--- src/rtl/bus_pkg.sv ---
// Shared register-bus definitions: FSM state encoding, width helpers and the
// all-ones read value returned on error. Used by the fabric, the SPI master
// and the register slaves.
package bus_pkg;

  localparam logic [1:0] ST_IDLE = 2'd0;
  localparam logic [1:0] ST_WAIT = 2'd1;
  localparam logic [1:0] ST_DONE = 2'd2;

  // Read value reported for unmapped slaves and ack timeouts; slice to DW.
  localparam logic [63:0] ERR_RDATA = '1;

  // Slave index width: the address bits above the slave-local field.
  function automatic int idx_width(input int aw, input int saw);
    return aw - saw;
  endfunction

  // Timeout counter width; a zero TIMEOUT still gets a 1-bit counter.
  function automatic int cnt_width(input int timeout);
    return (timeout < 1) ? 1 : $clog2(timeout + 1);
  endfunction

endpackage

--- src/rtl/bus_rdata_sel.sv ---
// Registers the slave index of the accepted request and uses it to pick
// that slave's ack bit and read-data lane out of the packed input vectors.
// The mux itself is combinational so an ack is seen in the cycle it arrives.
module bus_rdata_sel #(
  parameter int NSLV = 4,
  parameter int DW   = 8,
  parameter int IW   = 2
) (
  input  logic               i_clk,
  input  logic               i_load,
  input  logic [IW-1:0]      i_idx,
  input  logic [NSLV-1:0]    i_ack,
  input  logic [NSLV*DW-1:0] i_rdata,
  output logic               o_ack,
  output logic [DW-1:0]      o_rdata
);

  logic [IW-1:0] idx_q;
  logic [IW-1:0] idx_d;

  assign idx_d = i_load ? i_idx : idx_q;

  // Hold the index for the whole access; it is only meaningful while WAIT.
  always_ff @(posedge i_clk) begin
    idx_q <= idx_d;
  end

  // Select the addressed slave's ack and data lane; unmapped index yields 0.
  always_comb begin
    o_ack   = 1'b0;
    o_rdata = '0;
    for (int k = 0; k < NSLV; k++) begin
      if (idx_q == IW'(k)) begin
        o_ack   = i_ack[k];
        o_rdata = i_rdata[k*DW +: DW];
      end
    end
  end

endmodule

--- src/rtl/bus_fabric.sv ---
// Register-bus interconnect between the SPI master and NSLV register slaves.
// Decodes the slave index from the upper address bits, drives a one-hot
// select with a one-cycle read/write strobe, waits for the slave's ack (or a
// timeout) and reports completion with a one-cycle done pulse.
module bus_fabric
  import bus_pkg::*;
#(
  parameter int NSLV    = 4,
  parameter int AW      = 7,
  parameter int SAW     = 5,
  parameter int DW      = 8,
  parameter int TIMEOUT = 15
) (
  input  logic               i_clk,
  input  logic               i_reset,
  input  logic               i_req,
  input  logic               i_wr,
  input  logic [AW-1:0]      i_addr,
  input  logic [DW-1:0]      i_wdata,
  output logic               o_busy,
  output logic               o_done,
  output logic               o_err,
  output logic [DW-1:0]      o_rdata,
  output logic [NSLV-1:0]    o_sel,
  output logic [SAW-1:0]     o_addr,
  output logic [DW-1:0]      o_wdata,
  output logic               o_wr_req,
  output logic               o_rd_req,
  input  logic [NSLV-1:0]    i_ack,
  input  logic [NSLV*DW-1:0] i_rdata
);

  localparam int IW = idx_width(AW, SAW);
  localparam int CW = cnt_width(TIMEOUT);
  localparam logic [DW-1:0] ERR_DATA = ERR_RDATA[DW-1:0];

  logic [1:0]      state_q,  state_d;
  logic [CW-1:0]   cnt_q,    cnt_d;
  logic            wr_q,     wr_d;
  logic [NSLV-1:0] sel_q,    sel_d;
  logic [SAW-1:0]  addr_q,   addr_d;
  logic [DW-1:0]   wdata_q,  wdata_d;
  logic            wr_req_q, wr_req_d;
  logic            rd_req_q, rd_req_d;
  logic            done_q,   done_d;
  logic            err_q,    err_d;
  logic [DW-1:0]   rdata_q,  rdata_d;

  logic [IW-1:0]   req_idx;
  logic            req_mapped;
  logic [NSLV-1:0] req_sel;
  logic            idx_load;
  logic            ack_hit;
  logic [DW-1:0]   ack_data;

  assign req_idx    = i_addr[AW-1:SAW];
  assign req_mapped = (int'(req_idx) < NSLV);
  assign idx_load   = (state_q == ST_IDLE) && i_req;

  // One-hot decode of the requested slave index.
  always_comb begin
    req_sel = '0;
    for (int k = 0; k < NSLV; k++) begin
      req_sel[k] = (req_idx == IW'(k));
    end
  end

  bus_rdata_sel #(
    .NSLV (NSLV),
    .DW   (DW),
    .IW   (IW)
  ) u_rdata_sel (
    .i_clk   (i_clk),
    .i_load  (idx_load),
    .i_idx   (req_idx),
    .i_ack   (i_ack),
    .i_rdata (i_rdata),
    .o_ack   (ack_hit),
    .o_rdata (ack_data)
  );

  // Transaction FSM next-state: accept in IDLE, wait for ack/timeout, pulse done.
  always_comb begin
    state_d  = state_q;
    cnt_d    = cnt_q;
    wr_d     = wr_q;
    sel_d    = sel_q;
    addr_d   = addr_q;
    wdata_d  = wdata_q;
    wr_req_d = 1'b0;
    rd_req_d = 1'b0;
    done_d   = 1'b0;
    err_d    = 1'b0;
    rdata_d  = rdata_q;

    case (state_q)
      ST_IDLE: begin
        if (i_req) begin
          wr_d = i_wr;
          if (req_mapped) begin
            state_d  = ST_WAIT;
            sel_d    = req_sel;
            addr_d   = i_addr[SAW-1:0];
            wdata_d  = i_wdata;
            wr_req_d = i_wr;
            rd_req_d = !i_wr;
            cnt_d    = CW'(1);
          end else begin
            // Unmapped slave: skip WAIT and complete with an error.
            state_d = ST_DONE;
            done_d  = 1'b1;
            err_d   = 1'b1;
            if (!i_wr) rdata_d = ERR_DATA;
          end
        end
      end

      ST_WAIT: begin
        if (ack_hit) begin
          // An ack on the terminal count still wins over the timeout.
          state_d = ST_DONE;
          sel_d   = '0;
          cnt_d   = '0;
          done_d  = 1'b1;
          if (!wr_q) rdata_d = ack_data;
        end else if ((TIMEOUT != 0) && (cnt_q == CW'(TIMEOUT))) begin
          state_d = ST_DONE;
          sel_d   = '0;
          cnt_d   = '0;
          done_d  = 1'b1;
          err_d   = 1'b1;
          if (!wr_q) rdata_d = ERR_DATA;
        end else if (cnt_q != '1) begin
          cnt_d = cnt_q + CW'(1);
        end
      end

      ST_DONE: begin
        state_d = ST_IDLE;
      end

      default: begin
        state_d = ST_IDLE;
        sel_d   = '0;
        cnt_d   = '0;
      end
    endcase
  end

  // State and output registers; reset clears everything and drops any access.
  always_ff @(posedge i_clk) begin
    if (i_reset) begin
      state_q  <= ST_IDLE;
      cnt_q    <= '0;
      wr_q     <= 1'b0;
      sel_q    <= '0;
      addr_q   <= '0;
      wdata_q  <= '0;
      wr_req_q <= 1'b0;
      rd_req_q <= 1'b0;
      done_q   <= 1'b0;
      err_q    <= 1'b0;
      rdata_q  <= '0;
    end else begin
      state_q  <= state_d;
      cnt_q    <= cnt_d;
      wr_q     <= wr_d;
      sel_q    <= sel_d;
      addr_q   <= addr_d;
      wdata_q  <= wdata_d;
      wr_req_q <= wr_req_d;
      rd_req_q <= rd_req_d;
      done_q   <= done_d;
      err_q    <= err_d;
      rdata_q  <= rdata_d;
    end
  end

  assign o_busy   = (state_q != ST_IDLE);
  assign o_done   = done_q;
  assign o_err    = err_q;
  assign o_rdata  = rdata_q;
  assign o_sel    = sel_q;
  assign o_addr   = addr_q;
  assign o_wdata  = wdata_q;
  assign o_wr_req = wr_req_q;
  assign o_rd_req = rd_req_q;

endmodule
--- config.mk ---
export PLATFORM = sky130hd
export DESIGN_NAME = bus_fabric
export DESIGN_NICKNAME = d
export VERILOG_FILES = /design/src/rtl/bus_pkg.sv /design/src/rtl/bus_rdata_sel.sv /design/src/rtl/bus_fabric.sv
export SDC_FILE = /design/constraint.sdc
export NUM_CORES = 1
export LEC_CHECK = 0
export CORE_UTILIZATION = 29
export DETAILED_ROUTE_END_ITERATION = 6
export PLACE_DENSITY = 0.73
export REMOVE_ABC_BUFFERS = 1
export SLEW_MARGIN = 10
export SYNTH_ARGS = -nofsm -noshare
export SYNTH_HDL_FRONTEND = slang
export SYNTH_SLANG_ARGS = --single-unit
--- constraint.sdc ---
create_clock -name i_clk -period 2.03 [get_ports i_clk]
set_input_delay 0.406 -clock i_clk [delete_from_list [all_inputs] [get_ports i_clk]]
set_output_delay 0.406 -clock i_clk [all_outputs]
set_load 0.005 [all_outputs]
Yosys cells after proc, flatten, opt, wreduce, memory -nomap -nowiden --
Cells that the tools add are included.
Word-level totals: memories kept 0, ROM bits 0, RAM bits 0, register bits 38, bits in latches 0, input port bits 55
Operators by class: $lt $le $gt $ge 0, shifts and indexed selects 0, mux-type cells 27, bitwise logic cells 4, reductions and logical operators 15, div/mod/pow operators 0, equality and inequality tests 15, $add $sub $neg 1, multipliers 0
Operators with widths (count):
- 2-to-1 mux 8 bit | 8
- 2-to-1 mux 4 bit | 7
- one-hot mux 4 bit (3 select lines) | 2
- equality test 2 bit (second input constant) | 5
- inequality test 4 bit (second input constant) | 2
- equality test 2 x 1 -> 1 bit (second input constant) | 3
- zero test 2 bit | 3
- 2-to-1 mux 1 bit | 6
- 2-to-1 mux 2 bit | 3
- inequality test 2 bit (second input constant) | 3
- AND reduction 3 bit | 2
- OR reduction 3 bit | 2
- adder 4 x 1 -> 4 bit (second input constant) | 1
- equality test 4 bit (second input constant) | 1
- inverter 1 bit | 4
- one-hot mux 2 bit (2 select lines) | 1
- AND reduction 2 bit | 2
- AND reduction 4 bit | 1
- nonzero test 2 bit | 2
- inequality test 3 bit (second input constant) | 1
- OR reduction 2 bit | 1
- logical AND 1 bit | 1
- zero test 1 bit | 1

Logic depth before layout (Yosys ltp) --
Gate-level depths: netlist of the first run.
depth after elaboration 7, mapped depth 6, depth with buffers taken out 5

Hierarchy --
From an unflattened synthesis of the first run, not the netlist that was laid out.
Unflattened totals: cell total of the unflattened synthesis 143, area, all modules 1662.8 um2
By module, submodules not included:
- bus_fabric | sequential area each 720.7 um2, area an instance 1383.8 um2, cells an instance 130, instances 1
- bus_rdata_sel | sequential area each 60.1 um2, area an instance 279.0 um2, cells an instance 13, instances 1

Worst setup path after synthesis of the first run --
Ideal clock, no wire load.
kind register to register, start register u_rdata_sel.idx_q[0], end register cnt_q[2], setup time 0.057 ns, clock period less this slack 1.772 ns, path slack 0.258 ns, arrival 1.715 ns, cell stages (with the launch flop) 6, required time 1.973 ns, cell sequence edfxtp_1 -> buf_6 -> mux4_2 -> or3_4 -> nor4b_2 -> a21o_1
Between the ends: cells in the longest elaborated chain, start to end 7, elaborated cells between the ends (all ways) 12, classes of those cells 4 x eq/ne; 6 x mux; 2 x reduce/logical
RTL lines:
- start, declared | line bus_rdata_sel.sv:18 | logic [IW-1:0] idx_q;
- start signal, assigned | line bus_rdata_sel.sv:25 | idx_q <= idx_d;
- zero test 2 bit | line bus_rdata_sel.sv:33 | if (idx_q == IW'(k)) begin
- 2-to-1 mux 1 bit (3 in a row) | line bus_rdata_sel.sv:33
- 2-to-1 mux 1 bit (*) | line bus_rdata_sel.sv:33
- inequality test 4 bit (no line) or 2-to-1 mux 4 bit (tied branches)
- AND reduction 3 bit (no line) or one-hot mux 4 bit (3 select lines) (tied branches)
- end signal, assigned | line bus_fabric.sv:166 | cnt_q <= cnt_d;
- end, declared | line bus_fabric.sv:38 | logic [CW-1:0] cnt_q, cnt_d;
Every way passes the cells marked *; elsewhere a longest branch is shown, timed or not. A chain may end at the register's enable or synchronous reset.

Final worst setup path of the first run --
start input port i_ack[3], end register cnt_q[2]
Between the ends: cells in the longest elaborated chain, start to end 3, elaborated cells between the ends (all ways) 5, classes of those cells 1 x eq/ne; 3 x mux; 1 x reduce/logical
RTL lines:
- start, declared | line bus_fabric.sv:29 | input logic [NSLV-1:0] i_ack,
- 2-to-1 mux 1 bit (*) | line bus_rdata_sel.sv:33
- inequality test 4 bit (no line) or 2-to-1 mux 4 bit (tied branches)
- AND reduction 3 bit (no line) or one-hot mux 4 bit (3 select lines) (tied branches)
Marks and branches as above.

==> reports/qor.yml, run 1 <==
core_um2: 5238
hold_viol_final: 0
power.density_nw_per_um2: 654.3
hold_class: "flip-flop to flip-flop"
postSynthAreaPerCell_um2: 10.45
path_class: "input pin to flip-flop"
holdWs_ns: 0.4537
via_per_inst: 4.803
worstMarginPinSlew_ns: 0.5086
r2r-end: "cnt_q[2]"
synth_commonest_cells: "36 x dfxtp_1, 31 x nand2_1, 18 x a21oi_1, 9 x nor2_1"
maxCapViolCount: 0
dieArea_um2: 5890
yosys_warnings: 0
dieWidth_um: 76.75
yosysTopAreaCellShare: 0.4448
hold_end: "o_wdata[1]"
synthToLayoutAreaGrowth_pct: 63.63
drv_slew: 0
reg2reg_from: "u_rdata_sel.idx_q[0]"
post_cts_resized: 0
path_clk_slew_ns: 0.07
maxClockFrequency_mhz: 527.3
r2r_slack_ns: 0.24
cts_sinks: 38
setup_viol: 0
ys.flop_type: "dfxtp_1"
hp-start: "o_wdata[1]"
setup_tns_ns: 0
synth_most_common_cell: "dfxtp_1"
cp_data_required_time_ns: 2.26
fin_util: 0.5062
yosysSeqAreaShare: 0.4819
ys_seq_elements: 38
gp_congestion: 0.7377
dpl.cell_count: 307
cp-start-kind: "input pin"
cts_setup_buffers: 0
async_flop_share: 0
drc: 0
grt_pass1_vias: 1530
overflow: 0
gr-usage-all-layers: 0.1597
stdcell_count: 315
pre_cts_slack_ns: -0.1665
regArea_um2: 780.7
start_util: 0.3094
path_max_fanout: 7
power_mw: 1.735
worstSkewPairLatency_ns: 0.29
crit_chain: "clkdlybuf4s50_1 > mux4_2 > or3_4 > nor4b_2 > a21o_1"
row_count: 26
grt_first_pass_wirelength_um: 7265
multi_input_comb_area_um2: 787.0
drtIter0Drc: 64
finalClockSkew_ns: 0.008038
ant_nets: 0
hpwlAfterDp_um: 3240
antenna_found_initial: 0
cts_root_buf: "clkbuf_8"
routed_wl_um: 4410
fillers: 469
io_buffers: 84
r2r_cells: 4
nets: 300
cpPeakStageDelay_ns: 0.57
num_vias: 1513
synth.largest_area_cell: "dfxtp_1"
cp-end-kind: "flip-flop"
postLayoutCellArea_um2: 2651
synth_edf_count: 2
hold_buffers: 0
crit_slowest_cell: "mux4_2"
placed_cell_area_um2: 2560
grt_max_degree: 26
max_slew_margin: 0.6591
cts_tree: "built"
ioPinCount: 85
drt_pass1_iterations: 4
fin_crit_sh: 0.9342
antenna_cells: 0
numCtsBuffers: 5
synth_area_leaders: "dfxtp_1 44%, mux4_1 13%, nand2_1 7.2%, a21oi_1 5.6%, o221a_2 5.6%"
cts_buffer_depth: 2
outcome: "completed"
netlist_area_um2: 1620
total_leakage_power_nw: 1.002
holdPathStages: 2
fin_crit_ns: 1.896
netlist_instances: 155
htreeDepth: 2
setup_ws_ns: 0.1337
synth_cell_types: 32
irDropWorstVdd_mv: 0.4377
rsz0062_at_grt: "no"
worst_ep_arrival_time_ns: 2.13
layout-drive-gt1-share: 0.1102
die_h_um: 76.75
routedWlPerCell_um: 14.00
-- metal layers --
metal  vias to the layer above  part of all wire  track usage
met3                         6             0.094      0.06071
met2                        65              0.45       0.2634
met5                         -                 0            0
met4                         0             0.015      0.06346
li1                        756                 -            -
met1                       686              0.44       0.1854
-- cells by family after synthesis --
kind of cell | count (synthesis) | share of synthesized area
compound gates | 35 | 0.1498
buf+inv | 12 | 0.03243
fa+ha+maj | 1 | 0.007721
mux | 10 | 0.1498
flops | 38 | 0.4819
simple gates | 59 | 0.1784
-- power breakdown --
part | total, mW | switching [mW] | internal (mW)
Clock | 0.534 | 0.260 | 0.274
Sequential | 0.823 | 0.0255 | 0.798
Combinational | 0.377 | 0.141 | 0.237
-- flip-flops by register name (all words and copies together) (netlist names), 2 cells and up --
register           flops
o_rdata                8
o_wdata                8
o_addr                 5
cnt_q                  4
o_sel                  4
state_q                2
u_rdata_sel.idx_q      2
-- worst max-delay path by stage --
| stage | start | endpoint | cells after the start |
|---|---|---|---|
| 2_1_floorplan | u_rdata_sel.idx_q[0] | cnt_q[2] | 4 |
| 5_1_grt | state_q[0] | o_busy | 3 |
| 3_3_place_gp | i_ack[3] | o_sel[0] | 5 |
| 3_5_place_dp | i_ack[3] | cnt_q[2] | 5 |
| 4_1_cts | i_ack[3] | cnt_q[2] | 5 |
| 6_report | i_ack[3] | cnt_q[2] | 5 |
-- critical path, delay by kind of cell --
family | cells | cell delay [ns]
multiplexers | 1 | 0.57
buffers and inverters | 1 | 0.40
AO/OA/AOI/OAI | 1 | 0.11
AND/OR/NAND/NOR | 2 | 0.63
-- cell usage in the layout, fill, tap and decap left out --
cell	synthesis	final
clkdlybuf4s50_1	0	84
dfxtp_1	36	36
nand2_1	31	31
a21oi_1	18	18
nor2_1	9	9
mux4_1	8	8
o221a_2	8	8
buf_4	0	7
clkbuf_8	0	6
nor3_1	4	4
and3_1	3	3
o21ai_0	3	3
inv_1	2	2
nor3_2	2	2
nand4b_1	2	2
nor4_1	2	2
edfxtp_1	2	2
clkinv_1	1	1
nor2b_1	1	1
mux4_2	1	1
nand2b_1	1	1
o32a_1	1	1
mux2i_1	1	1
a211oi_1	1	1
nand4_1	1	1
or3_4	1	1
o2bb2ai_1	1	1
nor4b_2	1	1
a21o_1	1	1
nand3_1	1	1
a31oi_1	1	1
a22oi_1	1	1
ha_1	1	1
clkinv_2	0	1
clkbuf_1	8	1
-- layout make-up --
type,instances,area share
Sequential cell,38,0.2945
Clock buffer,7,0.03256
Multi-Input combinational cell,105,0.2968
Timing Repair Buffer,91,0.3370
Inverter,3,0.004247
Clock inverter,1,0.001888
Tap cell,70,0.03303
(Power assumes the default switching activity.)
==> run 2, diff against run 1 <==
--- a/config.mk
+++ b/config.mk
@@ -5,10 +5,12 @@
 export SDC_FILE = /design/constraint.sdc
 export NUM_CORES = 1
 export LEC_CHECK = 0
+export ABC_CLOCK_PERIOD_IN_PS = 2029
 export CORE_UTILIZATION = 29
 export DETAILED_ROUTE_END_ITERATION = 6
 export PLACE_DENSITY = 0.73
 export REMOVE_ABC_BUFFERS = 1
+export SKIP_CTS_REPAIR_TIMING = 1
 export SLEW_MARGIN = 10
 export SYNTH_ARGS = -nofsm -noshare
 export SYNTH_HDL_FRONTEND = slang
==> results of run 2 <==
No change in the layout: final DEF, timing and power equal those of run 1.
